**config.mk**
```make
export PLATFORM = sky130hd
export DESIGN_NAME = divider_nbit_iter_flat
export DESIGN_NICKNAME = d
export VERILOG_FILES = /design/src/rtl/divider_nbit_iter_if.sv /design/src/rtl/divider_nbit_iter.sv /design/src/flat_wrapper.sv
export SDC_FILE = /design/constraint.sdc
export NUM_CORES = 1
export LEC_CHECK = 0
export ABC_AREA = 1
export BUFFER_PORTS_ARGS = -buffer_cell sky130_fd_sc_hd__buf_4
export CAP_MARGIN = 5
export CORE_UTILIZATION = 50
export CTS_CLUSTER_SIZE = 16
export DETAILED_ROUTE_END_ITERATION = 10
export GPL_ROUTABILITY_DRIVEN = 0
export HOLD_SLACK_MARGIN = 0.06
export PLACE_DENSITY = 0.76
export SKIP_LAST_GASP = 1
export SYNTH_ARGS = -nofsm -noshare
export SYNTH_HDL_FRONTEND = slang
export SYNTH_SLANG_ARGS = --single-unit
```
**constraint.sdc**
```tcl
create_clock -name clk -period 2 [get_ports clk]
set_input_delay 0.4 -clock clk [delete_from_list [all_inputs] [get_ports clk]]
set_output_delay 0.4 -clock clk [all_outputs]
set_load 0.02 [all_outputs]
```
**src/rtl/divider_nbit_iter_if.sv**
```systemverilog
// Operand/result handshake bundle for divider_nbit_iter; master drives operands and out_ready.
interface divider_nbit_iter_if #(
  parameter int WIDTH = 32
);
  logic             in_valid;
  logic             in_ready;
  logic [WIDTH-1:0] A;
  logic [WIDTH-1:0] B;
  logic             out_valid;
  logic             out_ready;
  logic [WIDTH-1:0] Q;
  logic [WIDTH-1:0] R;
  logic             div_by_zero;

  modport master (
    output in_valid, A, B, out_ready,
    input  in_ready, out_valid, Q, R, div_by_zero
  );

  modport slave (
    input  in_valid, A, B, out_ready,
    output in_ready, out_valid, Q, R, div_by_zero
  );
endinterface

```
**src/rtl/divider_nbit_iter.sv**
```systemverilog
// Iterative unsigned restoring divider, one quotient bit per clock; DIVIDER_DBZ_FAST_EN skips RUN when B==0.
// Latency WIDTH+1 cycles (1 for fast divide-by-zero); result held in DONE until out_ready, in_ready only in IDLE.
module divider_nbit_iter #(
  parameter int WIDTH = 32
) (
  input logic               clk,
  input logic               rst,
  divider_nbit_iter_if.slave bus
);
  localparam int CW = $clog2(WIDTH + 1);

  typedef enum logic [1:0] {IDLE, RUN, DONE} state_t;

  state_t           state_q, state_d;
  logic [WIDTH-1:0] dvd_q, dvd_d;
  logic [WIDTH-1:0] dsr_q, dsr_d;
  logic [WIDTH-1:0] rem_q, rem_d;
  logic [CW-1:0]    cnt_q, cnt_d;
  logic             dbz_q, dbz_d;

  // The WIDTH+1-bit partial remainder only exists on the shifted/trial path:
  // a restored remainder is always below the divisor, so its top bit is 0.
  logic [WIDTH:0]   shifted;
  logic [WIDTH:0]   trial;
  logic             no_borrow;
  logic             unused_trial_msb;

  assign shifted = {rem_q, dvd_q[WIDTH-1]};

  // Trial subtract as an add of the divisor's two's complement; carry-out set means no borrow.
  assign {no_borrow, trial} = {1'b0, shifted} + {1'b0, ~{1'b0, dsr_q}} + (WIDTH + 2)'(1);
  assign unused_trial_msb   = trial[WIDTH];

  always_comb begin
    state_d = state_q;
    dvd_d   = dvd_q;
    dsr_d   = dsr_q;
    rem_d   = rem_q;
    cnt_d   = cnt_q;
    dbz_d   = dbz_q;
    case (state_q)
      IDLE: begin
        if (bus.in_valid) begin
          dvd_d   = bus.A;
          dsr_d   = bus.B;
          rem_d   = '0;
          cnt_d   = '0;
          dbz_d   = (bus.B == '0);
          state_d = RUN;
`ifdef DIVIDER_DBZ_FAST_EN
          if (bus.B == '0) begin
            dvd_d   = '1;
            rem_d   = bus.A;
            state_d = DONE;
          end
`else
`endif
        end
      end
      RUN: begin
        dvd_d = {dvd_q[WIDTH-2:0], no_borrow};
        rem_d = no_borrow ? trial[WIDTH-1:0] : shifted[WIDTH-1:0];
        cnt_d = cnt_q + CW'(1);
        if (cnt_q == CW'(WIDTH - 1)) begin
          state_d = DONE;
        end
      end
      DONE: begin
        if (bus.out_ready) begin
          state_d = IDLE;
        end
      end
      default: state_d = IDLE;
    endcase
  end

  always_ff @(posedge clk) begin
    if (rst) begin
      state_q <= IDLE;
      dvd_q   <= '0;
      dsr_q   <= '0;
      rem_q   <= '0;
      cnt_q   <= '0;
      dbz_q   <= 1'b0;
    end else begin
      state_q <= state_d;
      dvd_q   <= dvd_d;
      dsr_q   <= dsr_d;
      rem_q   <= rem_d;
      cnt_q   <= cnt_d;
      dbz_q   <= dbz_d;
    end
  end

  assign bus.in_ready    = (state_q == IDLE) && !rst;
  assign bus.out_valid   = (state_q == DONE);
  assign bus.Q           = dvd_q;
  assign bus.R           = rem_q;
  assign bus.div_by_zero = dbz_q;
endmodule

```
**src/flat_wrapper.sv**
```systemverilog
// flat-port wrapper written by rule: the top's interface ports become plain ports
module divider_nbit_iter_flat 
#(
  parameter int WIDTH = 32
)
  (clk, rst, bus_in_valid, bus_A, bus_B, bus_out_ready, bus_in_ready, bus_out_valid, bus_Q, bus_R, bus_div_by_zero);
  divider_nbit_iter_if #(.WIDTH(WIDTH)) bus_i ();
  input logic clk;
  input logic rst;
  input wire logic [$bits(bus_i.in_valid)-1:0] bus_in_valid;
  input wire logic [$bits(bus_i.A)-1:0] bus_A;
  input wire logic [$bits(bus_i.B)-1:0] bus_B;
  input wire logic [$bits(bus_i.out_ready)-1:0] bus_out_ready;
  output wire logic [$bits(bus_i.in_ready)-1:0] bus_in_ready;
  output wire logic [$bits(bus_i.out_valid)-1:0] bus_out_valid;
  output wire logic [$bits(bus_i.Q)-1:0] bus_Q;
  output wire logic [$bits(bus_i.R)-1:0] bus_R;
  output wire logic [$bits(bus_i.div_by_zero)-1:0] bus_div_by_zero;
  assign bus_i.in_valid = bus_in_valid;
  assign bus_i.A = bus_A;
  assign bus_i.B = bus_B;
  assign bus_i.out_ready = bus_out_ready;
  assign bus_in_ready = bus_i.in_ready;
  assign bus_out_valid = bus_i.out_valid;
  assign bus_Q = bus_i.Q;
  assign bus_R = bus_i.R;
  assign bus_div_by_zero = bus_i.div_by_zero;
  divider_nbit_iter #(.WIDTH(WIDTH)) u_core (.clk(clk), .rst(rst), .bus(bus_i));
endmodule
```
* Word-level counts from Yosys, hierarchy flattened
Cells that the tools add are included.
Operators by class: add/sub/neg operators 3, equal/unequal tests 6, mux-type cells 11, bitwise gates (word level) 1, reductions and logical operators 8
Operators with widths (count):
- $pmux W32 S2 | 2
- $mux W32 | 3
- $add A33 B33 Y34 | 1
- $add A34 B1 Y34 const B | 1
- $not A32 Y33 | 1
- $logic_not A32 Y1 | 1
- $pmux W6 S2 | 1
- $add A6 B1 Y6 const B | 1
- $eq A6 B5 Y1 const B | 1
- $mux W2 | 3
- $mux W6 | 1
- $pmux W2 S3 | 1
- $ne A2 B2 Y1 const B | 2
- $reduce_and A2 Y1 | 2
- $reduce_and A3 Y1 | 1
- $eq A2 B1 Y1 const B | 1
- $eq A2 B2 Y1 const B | 1
- $logic_not A2 Y1 | 1
- $ne A2 B1 Y1 const B | 1
- $reduce_bool A2 Y1 | 1
- $logic_and A1 B1 Y1 | 1
- $logic_not A1 Y1 | 1
Storage, ports and cells: flip-flop bits (word level) 105, output and inout port bits 67, word-level logic and storage cells 35

* Depth between registers and ports, before layout
depth in word-level cells 5, depth in mapped cells 16, depth with buffers taken out 16

* Least setup slack after synthesis
Ideal clock, no wire load.
path kind reg-to-reg, from register u_core.dvd_q[31] (netlist: u_core.bus.Q[31]), to register u_core.rem_q[28] (netlist: u_core.bus.R[28]), setup time 0.132 ns, arrival 1.953 ns, slack -0.085 ns, cell stages (with the launch flop) 15, period minus slack after synthesis 2.085 ns, cell sequence dfxtp_1 inv_1 ha_1 fa_1 inv_1 nand2_1 nand2_1 and2_1 nand2_1 nand3_1 nand2_1 nand3_1 nand3_1 nand2_1 a21oi_1
Between the ends: cells in the longest elaborated chain, start to end 4
RTL lines:
- start: declaration | line divider_nbit_iter.sv:15 | logic [WIDTH-1:0] dvd_q, dvd_d;
- start signal: assignment | line divider_nbit_iter.sv:87 | dvd_q <= dvd_d;
- $add A33 B33 Y34 | line divider_nbit_iter.sv:31 | assign {no_borrow, trial} = {1'b0, shifted} + {1'b0, ~{1'b0, dsr_q}} + (WIDTH + 2)'(1);
- $add A34 B1 Y34 | line divider_nbit_iter.sv:31
- $mux W32 | line divider_nbit_iter.sv:62 | rem_d = no_borrow ? trial[WIDTH-1:0] : shifted[WIDTH-1:0];
- $pmux W32 S2 | line divider_nbit_iter.sv:41 | case (state_q)
- end signal: assignment | line divider_nbit_iter.sv:89 | rem_q <= rem_d;
- end: declaration | line divider_nbit_iter.sv:17 | logic [WIDTH-1:0] rem_q, rem_d;
No other way between the ends. A chain may end at the register's enable or synchronous reset.

* Worst setup path after layout
from register u_core.dsr_q[10], to register u_core.rem_q[29] (netlist: u_core.bus.R[29])
Between the ends: cells in the longest elaborated chain, start to end 5
RTL lines:
- start: declaration | line divider_nbit_iter.sv:16 | logic [WIDTH-1:0] dsr_q, dsr_d;
- start signal: assignment | line divider_nbit_iter.sv:88 | dsr_q <= dsr_d;
- $not A32 Y33 | line divider_nbit_iter.sv:31
- $add A33 B33 Y34 | line divider_nbit_iter.sv:31
- $add A34 B1 Y34 | line divider_nbit_iter.sv:31
- $mux W32 | line divider_nbit_iter.sv:62
- $pmux W32 S2 | line divider_nbit_iter.sv:41
No other way between the ends.

==> results_dict.tcl <==
set metrics [dict create \
    async_flop_share_pct 0 \
    rows 43 \
    violations "setup timing" \
    die_h_um 121 \
    p_leak_uw 0.00525 \
    worst_slew_pin_slew_ns 0.482 \
    core_sq_mm 0.0139 \
    grt-ovfl-total 0 \
    timing.fmax_mhz 454 \
    post-place-cells 1519 \
    finalNonFillerCells 1565 \
    grt_usage_pct 34.0 \
    outcome "finished, violations left" \
    vias_per_cell 5.85 \
    drive_gt1_share_pct 38.4 \
    ant_nets 0 \
    start_util_pct 51.1 \
    clockRootBuffer "clkbuf_16" \
    drt-initial-drc-count 1088 \
    slew_violations 0 \
    rsz0062_at_grt "yes" \
    drv_cap 0 \
    cts_max_level 3 \
    worstPathArrival_ns 2.45 \
    synth_edf_count 0 \
    synthToLayoutAreaGrowth_pct 50.4 \
    hold_class "input pin to flop" \
    nets 1482 \
    totalWireLength_mm 29.8 \
    syn-num-nets 1234 \
    die-area_sq_mm 0.0147 \
    ys_seq_area_share_pct 29.7 \
    vdd_ir_drop_max_v 0.000625 \
    required_ns 2.25 \
    synth_area_per_cell_sq_um 6.26 \
    syn_inst 1132 \
    power_density_mw_per_mm2 1210 \
    postCtsHoldBufs 0 \
    criticalPathCategory "flop to flop" \
    synth-main-ff-cell "dfxtp_1" \
    worst_setup_path_end_kind "flop" \
    io_pins 135 \
    fin_crit_sh_pct 110 \
    first_global_vias 7914 \
    netlist_area_sq_mm 0.00709 \
    hold_viol 0 \
    grt_pass1_wl_mm 38.7 \
    grt_max_degree 62 \
    firstDrtPassIters 6 \
    numCtsBuffers 9 \
    hpwl_mm 17.2 \
    layout_setup_ws_ns -0.205 \
    path_max_fanout 4 \
    diodes 0 \
    die_w_um 121 \
    rr_worst_depth 15 \
    clock_sinks 105 \
    drcViolationCount 0 \
    p_total_uw 13000 \
    setup_viol 33 \
    antenna_found_initial 0 \
    holdPathStages 3 \
    synth_warnings 0 \
    vias 9152 \
    cts_max_path_buffers 2 \
    clock_skew_ns 0.0162 \
    cts_tree "built" \
    synth.distinct_cells 42 \
    fin_crit_ns 2.20 \
    clk_latency_ns 0.38 \
    port_buffers 134 \
    fillerInstances 928 \
    startpoint_type "flop" \
    wl_per_cell_um 19.1 \
    max-slew-margin-rel_pct 67.6 \
    yosys_register_bits 105 \
    clkTransAtPathRegs_ns 0.08 \
]
[synthesized netlist by cell type, types with 5 or more instances]
cell type | n | share of area [%]
nand2_1 | 351 | 19
inv_1 | 204 | 11
a21oi_1 | 111 | 7.8
dfxtp_1 | 105 | 30
nand3_1 | 55 | 3.9
nor2_1 | 54 | 2.9
ha_1 | 33 | 5.8
o21ai_0 | 32 | 2.3
o221ai_1 | 28 | 3.5
clkbuf_1 | 27 | 1.4
nand3b_1 | 24 | 2.5
xnor2_1 | 13 | 1.6
inv_2 | 12 | 0.64
nand4_1 | 10 | 0.88
nor4_1 | 8 | 0.71
buf_1 | 6 | 0.32
buf_2 | 6 | 0.42
nand2_2 | 5 | 0.44
nand2_4 | 5 | 0.79
nor2_2 | 5 | 0.44
o21ai_1 | 5 | 0.35
[cells by family after synthesis]
group                      synth area share, %
AOI/OAI and AO/OA                         15.3
xor gates and xnor gates                  1.85
adders and majority gates                 6.11
buffers and inverters                     14.1
DFF                                       29.7
and+or+nand+nor                           33.0
[registers in the layout, indices dropped and copies added (netlist names)]
register	count
u_core.cnt_q	6
u_core.bus.Q	32
u_core.bus.R	32
u_core.bus.div_by_zero	1
u_core.state_q	2
u_core.dsr_q	32
[layout by cell type, fill, tap and decap left out, types with 5 or more instances in the layout]
cell,Yosys,layout
nor2_1,54,30
buf_12,0,5
nand2_2,5,54
a21oi_1,111,103
nand3_2,2,13
nand2_1,351,286
o21ai_0,32,32
dfxtp_1,105,78
inv_2,12,37
inv_1,204,178
nor2_2,5,16
nor4_1,8,8
nand4_1,10,10
clkbuf_16,0,11
buf_4,2,266
dfxtp_2,0,27
o221ai_1,28,28
nand2_4,5,18
nand3b_1,24,24
nand3_1,55,41
a21oi_2,1,8
ha_4,0,31
xnor2_1,13,12
nor2_4,3,16
[worst max-delay path: stages, from the launching register on]
cell and delay, ns:
dfxtp_2 0.34, inv_2 0.05, ha_4 0.26, nand2_1 0.10, nand2_1 0.09, nand2_1 0.08
nand2_2 0.08, buf_4 0.14, a21oi_1 0.22, nand2_2 0.18, nand2_2 0.13, nand2_1 0.07
nand2_1 0.07, nand3_1 0.11, nand2_1 0.11, a21oi_1 0.06
[worst paths after layout]
| check | startpoint | end | slack (ns) |
|---|---|---|---|
| worst max register to register | u_core.dsr_q[10] | u_core.bus.R[29] | -0.20 |
| worst min register to register | u_core.bus.Q[18] | u_core.bus.Q[18] | 0.47 |
| worst max-delay path | u_core.dsr_q[10] | u_core.bus.R[29] | -0.20 |
| worst min-delay path | bus_B[20] | u_core.dsr_q[20] | 0.27 |
[power breakdown]
group | internal, uW | leakage [uW] | switching [uW]
registers | 2360 | 0.000873 | 241
logic | 3500 | 0.00423 | 4930
clock network | 1020 | 0.000151 | 899
[per-layer routing]
metal  wire [um]  global-route usage [%]  vias up  share of wire, %
li1            -                       -     4090                 -
met1       10700                    40.3     4154                36
met2       13300                    56.0      683                45
met3        3720                    8.93      225                12
met4        2140                    18.5        0               7.2
met5           0                       0        -                 0
[area by class of cell]
cell class / count / area (sq um) / share of cell area, %
Multi-Input combinational cell: 767 / 4940 / 46.3
Sequential cell: 105 / 2140 / 20.0
Tap cell: 180 / 225 / 2.11
Clock inverter: 5 / 61.3 / 0.575
Timing Repair Buffer: 279 / 2240 / 21.0
Inverter: 218 / 821 / 7.70
Clock buffer: 11 / 243 / 2.28
[what timing repair did]
action	in CTS	in global routing
cloned	2	2
buffers inserted	5	23
endpoints found under the hold margin	0	0
resized for setup	44	201
pin swaps	9	61
endpoints found under the setup margin	31	33
[per-stage QoR]
stage               setup WS [ns]  utilization (%)  TNS, ns  area [sq um]  hold slack (ns)
floorplan                  0.0176                -        0          7090            0.433
global placement           -0.132             65.3   -0.626          9070            0.449
detailed placement         -0.183             65.3    -1.10          9070            0.456
CTS                       -0.0146             70.2  -0.0171          9740            0.274
global route               -0.287             76.8    -5.19         10700            0.282
finish                     -0.205             76.8    -4.10         10700            0.273
No activity file was read; power rests on OpenSTA's default activity.
